==> src/rtl/mips_div_unit.sv <==
// Iterative 32-bit restoring divider for DIV/DIVU, one quotient bit per clock.
// Define DIV_SIGNED_EN to enable signed division (sign_op=1); otherwise every operation is unsigned.
module mips_div_unit #(
    parameter int unsigned WIDTH = 32
) (
    input  logic             clk,
    input  logic             rst_n,
    input  logic             start,
    input  logic             sign_op,
    input  logic [WIDTH-1:0] a,
    input  logic [WIDTH-1:0] b,
    output logic [WIDTH-1:0] quotient,
    output logic [WIDTH-1:0] remainder,
    output logic             busy,
    output logic             done,
    output logic             div_by_zero
);

    localparam int unsigned CW = 5;

    typedef enum logic [1:0] {IDLE, CALC, FIN} state_t;

    state_t           state_q, state_nx;
    logic [WIDTH-1:0] rem_q, rem_nx;
    logic [WIDTH-1:0] dvd_q, dvd_nx;
    logic [WIDTH-1:0] dsr_q, dsr_nx;
    logic [WIDTH-1:0] a_raw_q, a_raw_nx;
    logic [CW-1:0]    cnt_q, cnt_nx;
    logic             sign_a_q, sign_a_nx;
    logic             sign_b_q, sign_b_nx;
    logic [WIDTH-1:0] quotient_nx, remainder_nx;
    logic             busy_nx, done_nx, dbz_nx;

    // Shifted partial remainder keeps the bit shifted out of rem, so large divisors stay exact.
    logic [WIDTH:0]   shifted;
    logic [WIDTH:0]   trial;
    logic             sign_a_in, sign_b_in;

    assign shifted = {rem_q, dvd_q[WIDTH-1]};
    assign trial   = shifted - {1'b0, dsr_q};

`ifdef DIV_SIGNED_EN
    assign sign_a_in = sign_op & a[WIDTH-1];
    assign sign_b_in = sign_op & b[WIDTH-1];
`else
    logic unused_sign_op;
    assign unused_sign_op = sign_op;
    assign sign_a_in      = 1'b0;
    assign sign_b_in      = 1'b0;
`endif

    always_comb begin
        state_nx     = state_q;
        rem_nx       = rem_q;
        dvd_nx       = dvd_q;
        dsr_nx       = dsr_q;
        a_raw_nx     = a_raw_q;
        cnt_nx       = cnt_q;
        sign_a_nx    = sign_a_q;
        sign_b_nx    = sign_b_q;
        quotient_nx  = quotient;
        remainder_nx = remainder;
        busy_nx      = busy;
        done_nx      = 1'b0;
        dbz_nx       = div_by_zero;
        case (state_q)
            IDLE: begin
                if (start) begin
                    sign_a_nx = sign_a_in;
                    sign_b_nx = sign_b_in;
                    dvd_nx    = sign_a_in ? WIDTH'(~a + 1'b1) : a;
                    dsr_nx    = sign_b_in ? WIDTH'(~b + 1'b1) : b;
                    a_raw_nx  = a;
                    rem_nx    = '0;
                    cnt_nx    = '0;
                    busy_nx   = 1'b1;
                    state_nx  = (b == '0) ? FIN : CALC;
                end
            end
            CALC: begin
                if (!trial[WIDTH]) begin
                    rem_nx = trial[WIDTH-1:0];
                    dvd_nx = {dvd_q[WIDTH-2:0], 1'b1};
                end else begin
                    rem_nx = shifted[WIDTH-1:0];
                    dvd_nx = {dvd_q[WIDTH-2:0], 1'b0};
                end
                cnt_nx = cnt_q + CW'(1);
                if (cnt_q == CW'(WIDTH - 1)) begin
                    state_nx = FIN;
                end
            end
            FIN: begin
                if (dsr_q == '0) begin
                    quotient_nx  = '1;
                    remainder_nx = a_raw_q;
                    dbz_nx       = 1'b1;
                end else begin
`ifdef DIV_SIGNED_EN
                    quotient_nx  = (sign_a_q ^ sign_b_q) ? WIDTH'(~dvd_q + 1'b1) : dvd_q;
                    remainder_nx = sign_a_q ? WIDTH'(~rem_q + 1'b1) : rem_q;
`else
                    quotient_nx  = dvd_q;
                    remainder_nx = rem_q;
`endif
                    dbz_nx       = 1'b0;
                end
                done_nx  = 1'b1;
                busy_nx  = 1'b0;
                state_nx = IDLE;
            end
            default: state_nx = IDLE;
        endcase
    end

    always_ff @(posedge clk or negedge rst_n) begin
        if (!rst_n) begin
            state_q     <= IDLE;
            rem_q       <= '0;
            dvd_q       <= '0;
            dsr_q       <= '0;
            a_raw_q     <= '0;
            cnt_q       <= '0;
            sign_a_q    <= 1'b0;
            sign_b_q    <= 1'b0;
            quotient    <= '0;
            remainder   <= '0;
            busy        <= 1'b0;
            done        <= 1'b0;
            div_by_zero <= 1'b0;
        end else begin
            state_q     <= state_nx;
            rem_q       <= rem_nx;
            dvd_q       <= dvd_nx;
            dsr_q       <= dsr_nx;
            a_raw_q     <= a_raw_nx;
            cnt_q       <= cnt_nx;
            sign_a_q    <= sign_a_nx;
            sign_b_q    <= sign_b_nx;
            quotient    <= quotient_nx;
            remainder   <= remainder_nx;
            busy        <= busy_nx;
            done        <= done_nx;
            div_by_zero <= dbz_nx;
        end
    end

endmodule
==> config.mk <==
export PLATFORM = sky130hd
export DESIGN_NAME = mips_div_unit
export DESIGN_NICKNAME = d
export VERILOG_FILES = /design/src/rtl/mips_div_unit.sv
export SDC_FILE = /design/constraint.sdc
export NUM_CORES = 1
export LEC_CHECK = 0
export ABC_AREA = 0
export CAP_MARGIN = 20
export CORE_ASPECT_RATIO = 1.25
export CORE_MARGIN = 4
export CORE_UTILIZATION = 40
export CTS_BUF_LIST = sky130_fd_sc_hd__clkbuf_4
export CTS_CLUSTER_SIZE = 14
export DETAILED_ROUTE_END_ITERATION = 7
export PLACE_DENSITY = 0.66
export SLEW_MARGIN = 10
export SYNTH_ARGS = -nofsm -noshare
export SYNTH_HDL_FRONTEND = slang
export SYNTH_SLANG_ARGS = --single-unit
==> constraint.sdc <==
create_clock -name clk -period 2.8 [get_ports clk]
set_input_delay 0.7 -clock clk [delete_from_list [all_inputs] [get_ports clk]]
set_output_delay 0.7 -clock clk [all_outputs]
set_load 0.03 [all_outputs]
==> metrics.txt <==
status=completed; Worst EP required=3.30 ns; DP HPWL=20000 µm; antenna viol nets, final=0; final setup margin=0.0307 ns; most common flop cell mapped by yosys=dfrtp_1; I/O pins=135; TritonCTS sink count=202; Yosys warnings=0; #FFs+latches synth=202; Die Footprint=0.0280 mm²; DR WL/cell=15.7 µm; syn_area_per_cell=8.83 µm²; register area share after synthesis=49.8%; Fillers=2275; clk buf depth=3; dpl ws=-0.187 ns; LEAKAGE=6.18 nW; RSZ-0062 raised after global routing=true; Async S/R FF share, synth=100%; synth top area cells=dfrtp_1 50%, nand2_1 12%, o21ai_0 5.6%, mux2i_1 5.4%, ha_1 4.2%; crit path time final=2.77 ns; clk_lat worst skew=0.64 ns; vias=8833; largest net degree at the start of global routing=65; initial antenna violation count=1; Worst EP arrival=3.27 ns; Final nets=1482; GPL Wtd Cong=0.828; element type at the critical path end=register; Clk pin slew, worst setup/hold paths=0.07 ns; skew final=0.0284 ns; die width=151 µm; Clock Root Buffer=clkbuf_4; number of synthesized flops with an enable pin=0; Total GRT Usage=19.3%; vias in the first global route=8740; CTS tree=yes; Max VDD drop=0.782 mV; actual slew at the worst max-slew pin=1.07 ns; 1st-pass router iterations=6; Core Area=0.0247 mm²; library cells used by synthesis=55; CP max stage delay=0.39 ns; crit path max fanout=2; Final Hold Vio Count=0; H-tree Lvls=2; Worst path slowest cell=dfrtp_1; TritonCTS Buffers=48; dominant cell type by area after synthesis=dfrtp_1; Cells after Synth=1150; Max-slew headroom=28.7%; # DRC=0; Area growth syn-to-layout=32.0%; Post-Route WL=27300 µm; Post-synth top cells=337 x nand2_1, 202 x dfrtp_1, 113 x o21ai_0; most frequent cell after synthesis=nand2_1; Slew Viols, Final=0; worst min-delay path category=input port to async pin; Starting Density=41.1%; grt ovf=0; initial DRC count=400; max-cap violation count=0; Pwr Density=1390 mW/mm²; Achievable Freq=0.361 GHz; Hold-fix buffers, CTS=0; overall power=0.0186 W; Mapped Area=0.0102 mm²; row count=64; share of cells above drive strength 1=16.6%; die height=186 µm; Synth top area share=49.8%; Synthesized Nets=1253; port bufs=133; vias per inst=5.07; CP Class=register to register; CP Cell Sequence=inv_2, ha_4, inv_2, fa_2, a211oi_2, o211ai_1, nand4_1, buf_4, a21oi_2, buf_4, a21o_1, a21oi_2, xnor2_1, mux2i_1, o21ai_1; final setup vio count=0; first-pass GRT wire length=43700 µm; startpoint types=register; fin crit share=98.9%
kinds of logic (layout without fill, tap and decap cells):
family	Yosys count	in the layout	share of synthesized area (%)
other cells	0	1	0
fa+ha+maj	35	35	4.38
simple gates	481	481	19.9
mux	57	57	5.64
buf+inv	105	366	4.06
compound gates	244	244	14.0
xor+xnor	26	26	2.32
flops	202	202	49.8
critical path: cells and delay by family, from the launching register on:
| kind | cells | cell delay (ns) |
|---|---|---|
| simple gates | 1 | 0.19 |
| flops | 1 | 0.39 |
| mux | 1 | 0.18 |
| buf+inv | 4 | 0.42 |
| xor+xnor | 1 | 0.10 |
| compound gates | 6 | 0.89 |
| fa+ha+maj | 2 | 0.47 |
state kept, by name, indices dropped and copies added, names as in the netlist:
name         cells
div_by_zero      1
state_q          2
dvd_q           32
remainder       32
rem_q           32
cnt_q            5
busy             1
quotient        32
a_raw_q         32
done             1
dsr_q           32
metrics by stage:
| stage | hold WS [ns] | utilization [%] | cells | area (µm²) | setup TNS (ns) |
|---|---|---|---|---|---|
| 2_1_floorplan | 0.404 | - | 1150 | 10200 | 0 |
| 3_3_place_gp | 0.451 | 50.7 | 1653 | 12600 | -3.02 |
| 3_5_place_dp | 0.456 | 50.7 | 1653 | 12600 | -4.87 |
| 4_1_cts | 0.0218 | 53.3 | 1735 | 13200 | -0.00107 |
| 5_1_grt | 0.0221 | 54.2 | 1742 | 13400 | -2.77 |
| 6_report | 0.0294 | 54.2 | 1742 | 13400 | 0 |
worst paths after layout:
| path | to | slack (ns) | cells past startpoint | startpoint |
|---|---|---|---|---|
| min reg2reg | quotient[22] | 0.46 | 2 | quotient[22] |
| min in group clk | quotient[22] | 0.46 | 2 | quotient[22] |
| min | a_raw_q[5] | 0.03 | 1 | rst_n |
| max in group asynchronous | remainder[12] | 1.94 | 2 | rst_n |
| max | rem_q[18] | 0.03 | 15 | dvd_q[31] |
| max reg2reg | rem_q[18] | 0.03 | 15 | dvd_q[31] |
power breakdown:
part	internal, W	switching, W
sequential	0.00409	0.000797
clock	0.00110	0.00116
combinational	0.00557	0.00588
total	0.0108	0.00784
cells in the final DEF, fill, tap and decap left out, types with 4 or more instances in the layout:
cell type	instances
nand2_1	335
dfrtp_1	202
clkdlybuf4s50_1	132
o21ai_0	111
buf_4	104
clkbuf_4	67
nand3_1	59
mux2i_1	55
inv_1	35
o21ai_1	35
a21oi_1	29
ha_1	28
nor2_1	26
nor4_1	17
a21o_1	17
xnor2_1	15
nand4_1	13
clkinv_1	10
xor2_1	9
o211ai_1	6
o21a_1	6
a31oi_1	6
buf_12	6
ha_4	5
nor3_1	4
a21oi_2	4
metal layers:
layer  vias up  global-route usage, %  share of wire (%)
met3        44                   2.79                4.1
met5         -                      0                  0
li1       4409                      -                  -
met1      4182                   26.0                 46
met2       198                   32.4                 48
met4         0                   5.86                2.1
cell type report:
type / instances / area (µm²) / share of cell area (%)
repair buffers: 246 / 2300 / 17.1
well taps: 330 / 413 / 3.08
clock buffers: 67 / 503 / 3.75
diodes: 1 / 2.50 / 0.0187
flip-flops and latches: 202 / 5050 / 37.7
clock inverters: 15 / 67.6 / 0.504
multi-input cells: 843 / 4930 / 36.8
inverters: 38 / 143 / 1.06
timing repair:
item | 4_1_cts | 5_1_grt
pin swaps | 7 | 14
setup buffers | 0 | 4
gates cloned | 0 | 2
resized for setup | 11 | 35
endpoints found under the setup margin | 33 | 31
Note: power is estimated with default switching activity, not from simulation.
